--- src/rtl/coreriscv_axi4_bp_csr_file.sv ---
// Trigger/breakpoint CSR file: owns tselect/tdata1/tdata2 and drives the per-breakpoint
// control and address registers read by the pipeline's breakpoint comparator.
module coreriscv_axi4_bp_csr_file #(
  parameter int NBP     = 2,
  parameter int MASKMAX = 4
) (
  input  logic              clk,
  input  logic              reset_n,
  input  logic              csr_req_valid,
  output logic              csr_req_ready,
  input  logic [1:0]        csr_req_cmd,
  input  logic [11:0]       csr_req_addr,
  input  logic [31:0]       csr_req_wdata,
  input  logic [1:0]        csr_status_prv,
  output logic              csr_rsp_valid,
  input  logic              csr_rsp_ready,
  output logic [31:0]       csr_rsp_rdata,
  output logic              csr_rsp_err,
  output logic [4*NBP-1:0]  bp_control_bpmatch,
  output logic [4*NBP-1:0]  bp_control_mhsu,
  output logic [3*NBP-1:0]  bp_control_rwx,
  output logic [32*NBP-1:0] bp_address,
  output logic              dbg_state
);

  // Handshake: a request transfers on a cycle with csr_req_valid && csr_req_ready; the
  // response transfers on a cycle with csr_rsp_valid && csr_rsp_ready. rsp data is held
  // stable while csr_rsp_valid is high and not yet accepted.
  typedef enum logic {IDLE = 1'b0, RESP = 1'b1} state_t;

  state_t      state;
  logic [2:0]  tselect;
  int unsigned sel;
  logic [3:0]  sel_bpmatch;
  logic [3:0]  sel_mhsu;
  logic [2:0]  sel_rwx;
  logic [31:0] sel_addr;
  logic [31:0] tdata1_val;
  logic [31:0] old_val;
  logic [31:0] new_val;
  logic [3:0]  wr_bpmatch;
  logic        bpmatch_ok;
  logic        acc_err;
  logic        req_fire;
  logic        do_write;

  assign dbg_state = (state == RESP);

  always_comb begin
    sel         = 32'(tselect);
    sel_bpmatch = bp_control_bpmatch[4*sel +: 4];
    sel_mhsu    = bp_control_mhsu[4*sel +: 4];
    sel_rwx     = bp_control_rwx[3*sel +: 3];
    sel_addr    = bp_address[32*sel +: 32];
    tdata1_val  = {4'd1, 5'(MASKMAX), 4'd0, 8'd0, sel_bpmatch, sel_mhsu, sel_rwx};

    acc_err = (csr_req_addr < 12'h7A0) || (csr_req_addr > 12'h7A2) ||
              ((csr_req_cmd != 2'd0) && (csr_status_prv != 2'd3));

    case (csr_req_addr)
      12'h7A0: old_val = {29'd0, tselect};
      12'h7A1: old_val = tdata1_val;
      12'h7A2: old_val = sel_addr;
      default: old_val = 32'd0;
    endcase

    case (csr_req_cmd)
      2'd1:    new_val = csr_req_wdata;
      2'd2:    new_val = old_val | csr_req_wdata;
      2'd3:    new_val = old_val & ~csr_req_wdata;
      default: new_val = old_val;
    endcase

    // Range match needs the previous breakpoint as its lower bound, so bp0 cannot use it.
    wr_bpmatch = new_val[10:7];
    bpmatch_ok = (wr_bpmatch == 4'd0) || (wr_bpmatch == 4'd2) ||
                 ((wr_bpmatch == 4'd1) && (tselect != 3'd0));

    req_fire = csr_req_valid && csr_req_ready;
    do_write = req_fire && !acc_err && (csr_req_cmd != 2'd0);
  end

  always_ff @(posedge clk or negedge reset_n) begin
    if (!reset_n) begin
      state              <= IDLE;
      tselect            <= 3'd0;
      csr_req_ready      <= 1'b1;
      csr_rsp_valid      <= 1'b0;
      csr_rsp_rdata      <= 32'd0;
      csr_rsp_err        <= 1'b0;
      bp_control_bpmatch <= '0;
      bp_control_mhsu    <= '0;
      bp_control_rwx     <= '0;
      bp_address         <= '0;
    end else begin
      case (state)
        IDLE: begin
          if (req_fire) begin
            state         <= RESP;
            csr_req_ready <= 1'b0;
            csr_rsp_valid <= 1'b1;
            csr_rsp_rdata <= acc_err ? 32'd0 : old_val;
            csr_rsp_err   <= acc_err;
          end
        end
        RESP: begin
          if (csr_rsp_ready) begin
            state         <= IDLE;
            csr_rsp_valid <= 1'b0;
            csr_req_ready <= 1'b1;
          end
        end
        default: state <= IDLE;
      endcase

      if (do_write) begin
        case (csr_req_addr)
          12'h7A0: begin
            if (new_val < 32'(NBP)) tselect <= new_val[2:0];
          end
          12'h7A1: begin
            if (bpmatch_ok) bp_control_bpmatch[4*sel +: 4] <= wr_bpmatch;
            bp_control_mhsu[4*sel +: 4] <= new_val[6:3];
            bp_control_rwx[3*sel +: 3]  <= new_val[2:0];
          end
          12'h7A2: bp_address[32*sel +: 32] <= new_val;
          default: ;
        endcase
      end
    end
  end

endmodule

--- config.mk ---
export PLATFORM = sky130hd
export DESIGN_NAME = coreriscv_axi4_bp_csr_file
export DESIGN_NICKNAME = d
export VERILOG_FILES = /design/src/rtl/coreriscv_axi4_bp_csr_file.sv
export SDC_FILE = /design/constraint.sdc
export NUM_CORES = 1
export LEC_CHECK = 0
export CAP_MARGIN = 10
export CORE_MARGIN = 4
export CORE_UTILIZATION = 53
export CTS_BUF_LIST = sky130_fd_sc_hd__clkbuf_8 sky130_fd_sc_hd__clkbuf_16
export DETAILED_ROUTE_END_ITERATION = 8
export GPL_ROUTABILITY_DRIVEN = 0
export MAX_ROUTING_LAYER = met4
export PLACE_DENSITY_LB_ADDON = 0.05
export SLEW_MARGIN = 20
export SYNTH_ARGS = -nofsm -noshare
export SYNTH_HDL_FRONTEND = slang
export SYNTH_SLANG_ARGS = --single-unit
export TNS_END_PERCENT = 100
--- constraint.sdc ---
create_clock -name clk -period 8.1 [get_ports clk]
set_input_delay 2.43 -clock clk [delete_from_list [all_inputs] [get_ports clk]]
set_output_delay 2.43 -clock clk [all_outputs]
set_load 0.01 [all_outputs]
== Yosys cells after proc, flatten, opt, wreduce, memory -nomap -nowiden ==
Cells that the tools add are included.

* Bits in registers: 125
* Latch bits: 0
* RAM bits: 0
* Bits in read-only memories: 0
* Input bits: 52
* Word-level logic and storage cells: 79
* Memories: 0

* Add/subtract/negate cells: 3
* $mul: 2
* Divide/modulo/power cells: 0
* Order comparisons: 3
* Eq/ne operators: 11
* Shift-type cells: 11
* Multiplexer cells: 16
* Bitwise gates (word level): 4
* Reductions and logical operators: 19

{| class="wikitable"
|+ Operators by type and width
! operator !! count
|-
| 32-bit one-hot mux with 3 select lines || 2
|-
| 5-bit negation with 34-bit output || 2
|-
| 4-bit by 34-bit indexed part select with 8-bit output || 2
|-
| 64-bit bitwise mux || 1
|-
| 32-bit by 34-bit variable shift with 64-bit output, first input constant || 1
|-
| 32-bit by 34-bit indexed part select with 64-bit output || 1
|-
| 64-bit by 9-bit indexed part select with 32-bit output || 1
|-
| 12-bit by 11-bit equality test with 1-bit output, second input constant || 3
|-
| 8-bit negation with 34-bit output || 1
|-
| 3-bit by 34-bit variable shift with 6-bit output, first input constant || 1
|-
| 4-bit by 34-bit variable shift with 8-bit output, first input constant || 1
|-
| 3-bit by 34-bit indexed part select with 6-bit output || 1
|-
| 32-bit bitwise AND || 1
|-
| 32-bit by 2-bit < comparator with 1-bit output, second input constant || 1
|-
| 32-bit 2-to-1 mux || 1
|-
| 32-bit NOT || 1
|-
| 32-bit bitwise OR || 1
|-
| 8-bit bitwise mux || 2
|-
| 8-bit by 6-bit indexed part select with 4-bit output || 2
|-
| 12-bit by 11-bit > comparator with 1-bit output, second input constant || 1
|-
| 12-bit by 11-bit < comparator with 1-bit output, second input constant || 1
|-
| 2-bit by 3-bit multiplier with 5-bit output, first input constant || 2
|-
| 2-bit AND reduction || 4
|-
| 6-bit bitwise mux || 1
|-
| other kinds (16) || 34
|}

== Depth between registers and ports, before layout ==
* Word-level depth: 9
* Gate-level depth with buffers: 16

== Worst setup path after synthesis ==
Ideal clock, no wire load.

* Kind: input port to flip-flop
* Start: input csr_req_addr[11]
* End: register bp_control_bpmatch[4]
* Library setup time: 0.128 ns
* Arrival: 4.648 ns
* Data required time: 7.972 ns
* Setup slack: 3.325 ns
* Cell stages on the path: 9
* Buffers on the path: 1
* Cell sequence: or4b_4 -> o41ai_2 -> nor4_2 -> and2_1 -> and2b_1 -> and2_1 -> buf_2 -> nand3_1 -> mux2_1

* Word-level cells in the longest chain between the ends: 8
* Elaborated cells on any way between the ends: 23
* Those cells by class: 2 x order compare; 5 x eq/ne; 1 x shift; 3 x mux; 2 x bitwise; 10 x reduce/logical

{| class="wikitable"
|+ RTL lines
! what !! RTL line !! source
|-
| start: declaration || 12 || <nowiki>input logic [11:0] csr_req_addr,</nowiki>
|-
| 12-bit by 11-bit equality test with 1-bit output (on tied branches) || 60, 117 ||
|-
| 32-bit one-hot mux with 3 select lines || 60 || <nowiki>case (csr_req_addr)</nowiki>
|-
| 32-bit bitwise AND / 32-bit bitwise OR (equally long branches) || 70, 69 ||
|-
| 32-bit one-hot mux with 3 select lines || 67 || <nowiki>case (csr_req_cmd)</nowiki>
|-
| 4-bit by 2-bit equality test with 1-bit output, or another cell as far along || 76 || <nowiki>bpmatch_ok = (wr_bpmatch == 4'd0) || (wr_bpmatch == 4'd2) ||</nowiki>
|-
| 1-bit logical OR / 1-bit logical AND (equally long branches) || 76, 77 ||
|-
| 1-bit logical OR || 76 ||
|-
| 3-bit AND reduction (no source line) || -- ||
|-
| end signal: indexed assignment || 122 || <nowiki>if (bpmatch_ok) bp_control_bpmatch[4*sel +: 4] <= wr_bpmatch;</nowiki>
|-
| end: declaration || 19 || <nowiki>output logic [4*NBP-1:0] bp_control_bpmatch,</nowiki>
|}

Several ways; a longest one is shown, not always the timed one.
A chain may end at the register's enable or synchronous reset.

== Final worst setup path ==
* Start: input csr_req_addr[0]
* End: register tselect[0]

* Word-level cells in the longest chain between the ends: 7
* Elaborated cells on any way between the ends: 16
* Those cells by class: 3 x order compare; 3 x eq/ne; 2 x mux; 2 x bitwise; 6 x reduce/logical

{| class="wikitable"
|+ RTL lines
! what !! RTL line !! source
|-
| parallel branches: the longest is 7 deep, another holds 32-bit by 2-bit < comparator with 1-bit output || -- ||
|-
| end signal: assignment || 119 || <nowiki>if (new_val < 32'(NBP)) tselect <= new_val[2:0];</nowiki>
|-
| end: declaration || 32 || <nowiki>logic [2:0] tselect;</nowiki>
|}

Parallel ways; which one is timed is not known.

==> results.py <==
metrics = {
    "sta": {
        "fin_skew_ns": 0.007474,
        "tightest_slew_ns": 0.9991,
        "setup_tns_ns": 0,
        "fmax_ghz": 0.1787,
        "max_slew_margin_pct": 33.40,
        "fin_crit_ns": 5.596,
        "fin_ws_ns": 2.504,
        "rsz0062_at_grt": "no",
        "timing.final.hold_violations": 0,
        "finalMaxSlewViolations": 0,
        "setup_viol_count_final": 0,
        "finalCritPeriodShare_pct": 69.08,
    },
    "synth": {
        "synth_area_per_cell_sq_um": 9.684,
        "yosys.area.top_type": "dfrtp_1",
        "ys_seq_elements": 125,
        "synth_top_area_share_pct": 47.40,
        "synth_edf_count": 0,
        "yosysSeqAreaShare_pct": 47.80,
        "syn_area_sq_um": 6546,
        "synth_nets": 732,
        "yosys_warnings": 0,
        "netlist_instances": 676,
        "yosysUniqueCellTypes": 57,
        "ys.flop_type": "dfrtp_1",
        "async_flop_share_pct": 100.0,
        "synth_area_leaders": "dfrtp_1 47%, nand2_1 7.5%, mux2_2 6.9%, mux2i_1 6.4%, a211oi_1 3.9%",
    },
    "power_and_ir_drop": {
        "p_switching_w": 0.0003313,
        "clock_power_share_pct": 49.9,
        "p_int_w": 0.001159,
        "seqPwrFrac_pct": 42.4,
        "netSwitchingFraction_pct": 22.23,
        "p_leak_nw": 3.762,
        "power_density_nw_per_um2": 165.7,
        "ir_worst_vdd_v": 0.0001505,
        "p_comb_share_pct": 7.7,
    },
    "drt": {
        "wl_per_cell_um": 20.07,
        "via_count": 6129,
        "dr.first_iter.drc_count": 568,
        "drt-total-wl_mm": 20.41,
        "dr.pass1.iters": 5,
        "ant_nets": 0,
        "drcViolationCount": 0,
        "vias_per_cell": 6.027,
    },
    "min_path": {
        "hp-class": "flip-flop to flip-flop",
        "min-delay-start": "csr_rsp_rdata[15]",
        "whs_endpoint": "csr_rsp_rdata[15]",
        "whs_path_depth": 2,
    },
    "global_route": {
        "overflow": 0,
        "grt_max_degree": 75,
        "grt_pass1_wl_mm": 32.80,
        "track_usage_pct": 30.07,
        "grt_pass1_vias": 6089,
        "antenna_found_initial": 0,
    },
    "critical_path": {
        "cp-start-kind": "input port",
        "r2r_slack_ns": 4.52,
        "arrival_ns": 5.89,
        "crit_chain": "clkdlybuf4s50_1, or4b_1, or4_4, or3_1, a21oi_1, nor4_1, nand3_2, nor4_2, mux2_4",
        "endpoint_kind": "flip-flop",
        "slowest_stage": "or4b_1",
        "r2r_end": "bp_address[7]",
        "reg2regPathDepth": 11,
        "path_max_fanout": 38,
        "r2r_start": "tselect[1]",
        "critPathKind": "input port to flip-flop",
        "cp.required_ns": 8.39,
        "max_stage_delay_ns": 0.86,
    },
    "clock_tree": {
        "ctsRootBufferMaster": "clkbuf_16",
        "h-tree-depth": 4,
        "ctsResizeCount": 0,
        "post_cts_buffers": 0,
        "hold_buffers": 0,
        "clk_path_buf_depth": 2,
        "cts_tree": "yes",
        "clkTransAtPathRegs_ns": 0.05,
        "cts_buffers": 17,
        "clkSinkCount": 125,
        "clock_latency_ns": 0.42,
    },
    "place": {
        "detailed_place_hpwl_mm": 14.46,
        "placed_area_sq_um": 8402,
        "portBuffers": 173,
        "dp_slack_ns": 2.038,
    },
    "floorplanning": {
        "dieArea_sq_um": 14190,
        "die_w_um": 119.1,
        "start_util_pct": 54.27,
        "io_pins": 174,
        "rows": 40,
        "coreArea_sq_um": 12060,
        "die_h_um": 119.1,
    },
    "cells_and_area": {
        "layout-drive-gt1-share_pct": 11.43,
        "post-route-cell-area_sq_um": 8994,
        "final_nets": 892,
        "num_antenna_cells": 0,
        "area_growth_pct": 37.39,
    },
    "status": {
        "outcome": "finished, final reports clean",
    },
    "flow_run": {
        "maxCapViolCount": 0,
    },
}
[power by group through the flow]
| stage | clock network, W | registers, W | logic, W |
|---|---|---|---|
| floorplan | 0 | 0.000645 | 0.0000439 |
| global placement | 0 | 0.000643 | 0.000110 |
| detailed placement | 0 | 0.000643 | 0.000113 |
| CTS | 0.000749 | 0.000633 | 0.000114 |
| global route | 0.000782 | 0.000632 | 0.000126 |
| finish | 0.000743 | 0.000633 | 0.000115 |
[placed cells by master, fill, tap and decap left out, types with 14 or more instances in the layout]
cell type / instances
clkdlybuf4s50_1: 171
nand2_1: 131
o21ai_0: 35
nor2_1: 51
mux2i_1: 42
nor3_1: 24
a21oi_1: 18
a211oi_1: 34
a22o_1: 14
dfrtp_1: 123
inv_1: 19
clkbuf_16: 17
mux2_2: 40
[worst max-delay path: cells and delay by family]
family / cells / cell delay (ns)
mux: 1 / 0.30
simple gates: 6 / 2.32
buf+inv: 1 / 0.57
compound gates: 1 / 0.26
[synthesized netlist by cell type (all sizes together), types with 8 or more instances]
master  count
o22ai       9
nor4        9
inv        13
nor3       25
dfrtp     124
buf        19
o21ai      37
nor2       51
mux2i      42
mux2       47
a211oi     34
clkbuf     22
a21oi      19
a22o       14
nand3       9
nand2     131
and2        8
[kinds of logic after synthesis]
| family | Yosys count | share of synthesized area [%] |
|---|---|---|
| mux | 89 | 14.56 |
| simple gates | 259 | 18.12 |
| flops | 125 | 47.80 |
| compound gates | 145 | 15.29 |
| buf+inv | 54 | 3.460 |
| fa+ha+maj | 4 | 0.7646 |
[area by class of cell]
type | instances | area [sq um]
fillers | 868 | 3068
multi-input cells | 497 | 3218
clock inverters | 14 | 140.1
repair buffers | 182 | 1807
flip-flops and latches | 125 | 3131
well taps | 168 | 210.2
clock buffers | 18 | 439.2
inverters | 13 | 48.80
[how the worst max path moves through the flow]
stage                      from                     to  slack, ns  cells after the start
5_1_grt          csr_req_cmd[1]             tselect[0]       2.39                      7
4_1_cts        csr_req_addr[11]  bp_control_bpmatch[0]       2.44                      8
2_1_floorplan  csr_req_addr[11]  bp_control_bpmatch[4]       3.32                      9
3_3_place_gp   csr_req_addr[11]             tselect[0]       2.24                      9
6_report        csr_req_addr[0]             tselect[0]       2.50                      9
3_5_place_dp   csr_req_addr[11]  bp_control_bpmatch[0]       2.04                      8
[per-layer routing]
layer  GRT usage, %  part of all wire, %
met1          41.24                   43
met2          44.01                   46
met3          6.553                  8.3
met4          11.44                  2.3
met5              -                    0
[registers in the layout, indices dropped and copies added, names as in the netlist]
register / count
csr_req_ready: 1
csr_rsp_valid: 1
dbg_state: 1
csr_rsp_rdata: 32
bp_control_bpmatch: 8
tselect: 3
bp_control_mhsu: 8
bp_control_rwx: 6
bp_address: 64
csr_rsp_err: 1
[per-stage QoR]
step           hold slack (ns)  total power, W  std cells  utilization (%)
3_3_place_gp            0.4622       0.0007533        983            69.41
3_5_place_dp            0.4692       0.0007564        985            69.66
4_1_cts                 0.4805        0.001495       1017            74.46
2_1_floorplan           0.5162       0.0006885        676                -
5_1_grt                 0.5003        0.001540       1017            74.56
6_report                0.4795        0.001491       1017            74.56
Power figures use the tool's default switching activity.
